==> config.mk <==
export PLATFORM = sky130hd
export DESIGN_NAME = data_mem_sync
export DESIGN_NICKNAME = d
export VERILOG_FILES = /design/src/rtl/data_mem_sync.sv
export SDC_FILE = /design/constraint.sdc
export NUM_CORES = 2
export LEC_CHECK = 0
export CAP_MARGIN = 20
export CORE_ASPECT_RATIO = 1.4
export CORE_MARGIN = 4
export CORE_UTILIZATION = 42
export CTS_CLUSTER_SIZE = 14
export DETAILED_ROUTE_END_ITERATION = 8
export SLEW_MARGIN = 20
export SYNTH_ARGS = -nofsm -noshare
export SYNTH_HDL_FRONTEND = slang
export SYNTH_SLANG_ARGS = --single-unit
==> constraint.sdc <==
create_clock -name clk -period 12.5 [get_ports clk]
set_clock_uncertainty 0.15 [all_clocks]
set_input_delay 2.5 -clock clk [delete_from_list [all_inputs] [get_ports clk]]
set_output_delay 2.5 -clock clk [all_outputs]
set_load 0.01 [all_outputs]
==> src/rtl/data_mem_sync.sv <==
// Clocked single-port data memory with self-initialisation and a valid/ready host port.
// Optional access counters are built when DATA_MEM_SYNC_STATS_EN is defined.
module data_mem_sync #(
  parameter int DATA_W    = 8,
  parameter int ADDR_W    = 8,
  parameter int DEPTH     = 256,
  parameter int INIT_ADDR = 18,
  parameter int INIT_VAL  = 3
) (
  input  logic              clk,
  input  logic              reset,
  input  logic              req_valid,
  input  logic              req_op,
  input  logic [ADDR_W-1:0] req_addr,
  input  logic [DATA_W-1:0] req_wdata,
  output logic              req_ready,
  output logic [DATA_W-1:0] data_out,
  output logic              rd_valid,
  output logic              addr_err,
  output logic              init_done,
  output logic [15:0]       rd_count,
  output logic [15:0]       wr_count
);

  // state  | meaning
  // INIT   | sweeping init_cnt over every word, host port closed
  // IDLE   | memory initialised, one request accepted per cycle

  localparam logic [0:0] S_INIT = 1'b0;
  localparam logic [0:0] S_IDLE = 1'b1;

  localparam logic [ADDR_W:0] DEPTH_C  = (ADDR_W+1)'(DEPTH);
  localparam logic [ADDR_W:0] LAST_C   = (ADDR_W+1)'(DEPTH - 1);
  localparam logic [ADDR_W:0] INIT_A_C = (ADDR_W+1)'(INIT_ADDR);

  logic [DATA_W-1:0] mem [DEPTH];
  logic [0:0]        state;
  logic [ADDR_W:0]   init_cnt;
  logic              accept;
  logic              acc_rd;
  logic              acc_wr;
  logic              in_range;
  logic [DATA_W-1:0] init_word;

  assign req_ready = (state == S_IDLE);
  assign init_done = (state == S_IDLE);
  assign accept    = req_valid && req_ready;
  assign acc_rd    = accept && req_op;
  assign acc_wr    = accept && !req_op;
  assign in_range  = ({1'b0, req_addr} < DEPTH_C);
  assign init_word = (init_cnt == INIT_A_C) ? DATA_W'(INIT_VAL) : '0;

  always_ff @(posedge clk) begin
    if (reset) begin
      state    <= S_INIT;
      init_cnt <= '0;
    end else if (state == S_INIT) begin
      init_cnt <= init_cnt + 1'b1;
      if (init_cnt == LAST_C) state <= S_IDLE;
    end
  end

  // No reset on the array itself so it can map onto a RAM macro; INIT rewrites it.
  always_ff @(posedge clk) begin
    if (!reset) begin
      if (state == S_INIT)
        mem[init_cnt[ADDR_W-1:0]] <= init_word;
      else if (acc_wr && in_range)
        mem[req_addr] <= req_wdata;
    end
  end

  always_ff @(posedge clk) begin
    if (reset) begin
      data_out <= '0;
      rd_valid <= 1'b0;
      addr_err <= 1'b0;
    end else begin
      rd_valid <= acc_rd;
      addr_err <= accept && !in_range;
      if (acc_rd) data_out <= in_range ? mem[req_addr] : '0;
    end
  end

`ifdef DATA_MEM_SYNC_STATS_EN
  always_ff @(posedge clk) begin
    if (reset) begin
      rd_count <= '0;
      wr_count <= '0;
    end else begin
      if (acc_rd && rd_count != 16'hFFFF) rd_count <= rd_count + 16'd1;
      if (acc_wr && wr_count != 16'hFFFF) wr_count <= wr_count + 16'd1;
    end
  end
`else
  assign rd_count = '0;
  assign wr_count = '0;
`endif

endmodule

# [Word-level counts from Yosys, hierarchy flattened]
# Memories as Yosys holds them, arrays and structs flattened. A register that Yosys moved wholly into a read port is not among the register bits.
# Index checks and enable logic that the tools add are counted.
[word_totals] register_bits=11 ramBits=2048 input_bits=20 out_inout_bits=44 wordCells=25 mem_count=1
[classes] add_sub_neg=1 eq_ne=2 muxes=13 reduce_logical=5
[mem_list] memory="mem" words=256 width=8 rd=1 rd_ports_with_merged_regs=1 write_ports=1 line_no="36" source="logic [DATA_W-1:0] mem [DEPTH];"
[ops] op="2-to-1 mux 8 bit" n=2
[ops] op="2-to-1 mux 1 bit" n=10
[ops] op="adder 9 x 1 -> 9 bit, second input constant" n=1
[ops] op="equality test 9 x 5 -> 1 bit, second input constant" n=1
[ops] op="equality test 9 x 8 -> 1 bit, second input constant" n=1
[ops] op="OR reduction 8 bit" n=1
[ops] op="logical AND 1 bit" n=3
[ops] op="2-to-1 mux 2 bit" n=1
[ops] op="zero test 1 bit" n=1

# [Logic depth before layout (Yosys ltp)]
[depth] depth_word=8 depth_mapped=12 ltp_nobuf=7

# [Worst setup path after synthesis]
# Ideal clock, no wire load.
[synth_path] path_kind="in2reg" from="input port reset" to="memory mem[0][2] (data pin)" setup_ns=0.868 t_arrival_ns=6.595 required_ns=11.482 setup_slack_ns=4.886 path_stages=4 n_path_buf=2 path_cell_list="clkbuf_1 > nor3_2 > clkbuf_1 > and2_1"
[synth_between] elab_chain_cells=4
[synth_lines] element="start, declared" line_no="11" source="input logic reset,"
[synth_lines] element="2-to-1 mux 1 bit" line_no="65" source="if (!reset) begin"
[synth_lines] element="2-to-1 mux 1 bit (implied by the code)" line_no="69" source="mem[req_addr] <= req_wdata;"
[synth_lines] element="OR reduction 8 bit (no source line)"
[synth_lines] element="2-to-1 mux 8 bit (no source line)"
[synth_lines] element="end, declared" line_no="36"
# Every way passes these cells.

# [Worst setup path in the final report]
[layout_path] from="input port reset" to="memory mem[252][6] (enable)"
[layout_between] elab_chain_cells=4 word_cells_on_any_way=7 cone_classes="mux (6); reduce/logical (1)"
[layout_lines] element="2-to-1 mux 1 bit" line_no="65"
[layout_lines] element="2-to-1 mux 1 bit (implied by the code)" line_no="69"
[layout_lines] element="OR reduction 8 bit (no source line)"
[layout_lines] element="2-to-1 mux 8 bit (no source line) / 2-to-1 mux 1 bit (equally long branches)"
# Several ways; a longest one is shown, not always the timed one.

==> results.json <==
{
  "status": "completed",
  "crit_family": "simple AND/OR/NAND/NOR gates",
  "routed_wl_mm": 205,
  "fin_cells": 6699,
  "drtPass1Iterations": 6,
  "die_w_um": 379,
  "holdWs_ns": 0.428,
  "required_ns": 12.77,
  "antenna_left": 0,
  "port_buffers": 30,
  "dpl_worst_slack_ns": 4.97,
  "min_path_type": "flip-flop to flip-flop",
  "syn_area_um2": 80800,
  "rsz0062_at_grt": "no",
  "total_power_mw": 13.4,
  "clk_pin_slew_ns": 0.06,
  "cts_setup_buffers": 0,
  "die_y_um": 527,
  "area_growth_pct": 10.3,
  "crit_path_start_kind": "input pin",
  "cts_hold_buf": 0,
  "ys_types": 60,
  "maxCapViolCount": 0,
  "clockBufferDepth": 4,
  "end_kind": "flip-flop",
  "die_area_um2": 200000,
  "finalHoldViolCount": 0,
  "startpoint": "reset",
  "clkLatencyLatePin_ns": 0.82,
  "overflow": 0,
  "slowest_stage": "clkdlybuf4s50_1",
  "fmax_ghz": 0.149,
  "vias": 39400,
  "antenna_found_initial": 7,
  "drv_slew": 0,
  "synth_cells": 4018,
  "cts_tree": "yes",
  "timing.final.ws_setup_ns": 5.78,
  "io_pins": 64,
  "tightest_slew_ns": 1.22,
  "initial_core_util_pct": 42.2,
  "synth_area_per_cell_um2": 20.1,
  "reg2reg_from": "init_done$_SDFF_PP0_",
  "cts.repair.resized": 0,
  "dp.cells": 6372,
  "final_net_count": 4094,
  "viasPerCell": 5.88,
  "drt_iter0_drc": 3987,
  "path_buf_inv": 3,
  "power_density_nw_per_um2": 150,
  "coreArea_um2": 191000,
  "rows": 190,
  "wl_per_cell_um": 30.6,
  "grt_pass1_vias": 40400,
  "grt_max_degree": 193,
  "synth.yosys.seq_area_share_pct": 76.6,
  "tns_ns": 0,
  "hp-start": "init_cnt[8]$_SDFFE_PP0N_",
  "leakagePower_nw": 31.3,
  "finalWeightedCongestion": 0.853,
  "grt_pass1_wl_mm": 296,
  "cts_made_buffers": 191,
  "drc": 0,
  "synth-edff-count": 2048,
  "cpPeakStageDelay_ns": 1.02,
  "worstPathArrival_ns": 6.99,
  "post-route-min-period_ns": 6.72,
  "fin_crit_sh_pct": 53.7,
  "final_layout_size_suffix_gt1_share_pct": 19.5,
  "hpwlAfterDp_mm": 126,
  "crit_chain": "clkdlybuf4s50_1 > nor3_4 > buf_8 > o31ai_1 > nand3_1 > buf_4 > nor2_1",
  "finalSetupViolations": 0,
  "relSlewSlack_pct": 18.5,
  "ys_async_sr_fraction_pct": 0,
  "critPathKind": "input pin to flip-flop",
  "cts_root_buffer": "clkbuf_16",
  "grtUsageTotal_pct": 20.5,
  "synth-main-ff-cell": "edfxtp_1",
  "critical_path.max_fanout": 18,
  "vdd_drop_max_uv": 104,
  "clock-sinks": 2067,
  "cts_max_level": 4,
  "ys_warn_count": 0,
  "ys_ff_latch": 2067
}
[path summary, 6_finish.rpt]
path / endpoint / slack, ns / cells after the start
setup / recovery: mem[252][6]$_DFFE_PP_ / 5.78 / 7
hold / removal: init_cnt[8]$_SDFFE_PP0N_ / 0.43 / 2
setup reg to reg: mem[252][6]$_DFFE_PP_ / 7.30 / 7
hold reg to reg: init_cnt[8]$_SDFFE_PP0N_ / 0.43 / 2
[Yosys cell counts, drive strengths merged (5+ instances only)]
library cell / count / area share (%)
o22a: 8 / 0.087
nand2: 86 / 0.40
nand3: 59 / 0.37
o21ai: 30 / 0.19
o22ai: 87 / 0.67
or3: 7 / 0.054
o41ai: 7 / 0.14
clkbuf: 91 / 0.43
o31ai: 5 / 0.046
edfxtp: 2048 / 76
o311ai: 8 / 0.087
o32ai: 7 / 0.076
a31oi: 15 / 0.12
a221oi: 18 / 0.20
a211oi: 26 / 0.24
mux2i: 184 / 2.3
nor4: 9 / 0.070
o221ai: 71 / 0.77
buf: 188 / 1.6
nor2b: 28 / 0.22
mux4: 377 / 11
nor2: 308 / 1.4
a22oi: 77 / 0.72
a2111oi: 30 / 0.33
nand3b: 16 / 0.15
and2: 9 / 0.070
mux2: 95 / 1.3
a32oi: 7 / 0.076
a21oi: 36 / 0.22
nor3b: 5 / 0.046
nor3: 12 / 0.081
dfxtp: 19 / 0.47
[power by group]
| part | internal, mW | switching (mW) | leakage (nW) |
|---|---|---|---|
| clock network | 2.99 | 2.44 | 2.74 |
| logic | 0.147 | 0.288 | 5.98 |
| registers | 7.50 | 0.00294 | 22.6 |
[worst register-to-register path, cell delays in order (launching register included)]
cell,delay (ns)
dfxtp_1,0.82
nand2_1,0.44
or3_1,0.63
or3_1,0.38
o31ai_1,0.26
nand3_1,0.98
buf_4,0.55
nor2_1,0.60
[area by class of cell]
cell class                 instances  area [um^2]
antenna                            2         5.00
clock buffer                     246         5070
clock inverter                    77          562
fill                           15700       102000
inverter                           4         15.0
multi-input combinational       1700        17500
sequential                      2067        61900
tap                             2496         3120
timing repair buffer             107          985
[cell families after synthesis]
family	Yosys count	synth area share (%)
mux	656	14.1
other cells	1	0.00464
simple gates	567	3.16
flops	2067	76.6
fa+ha+maj	3	0.0465
compound gates	435	3.99
buf+inv	283	2.02
xor+xnor	6	0.0650
[metrics by stage]
stage	area (um^2)	utilization, %
floorplan	80900	-
global placement	83500	43.6
finish	89100	46.6
global route	89100	46.6
CTS	89100	46.6
detailed placement	83500	43.6
[placed cells by master, fill, tap and decap left out, types with 40 or more instances in the layout]
cell and n:
a22oi_1 77, buf_4 69, clkbuf_1 50, clkbuf_16 194, clkinv_1 40, edfxtp_1 2048
mux2_2 91, mux2i_1 184, mux4_2 377, nand2_1 84, nand3_1 55, nor2_1 305
o221ai_1 71, o22ai_1 87
[sequential cells by signal, summed over array words and instances, names as in the netlist]
name       count
init_done      1
mem         2048
rd_valid       1
data_out       8
init_cnt       9
[layer usage]
layer / wire length, um / part of all wire [%] / GRT usage, %
met1: 79000 / 39 / 26.3
met2: 105000 / 51 / 35.2
met3: 12400 / 6.0 / 3.07
met4: 8580 / 4.2 / 7.90
met5: 13 / 0.0063 / 0
(Power assumes the default switching activity.)
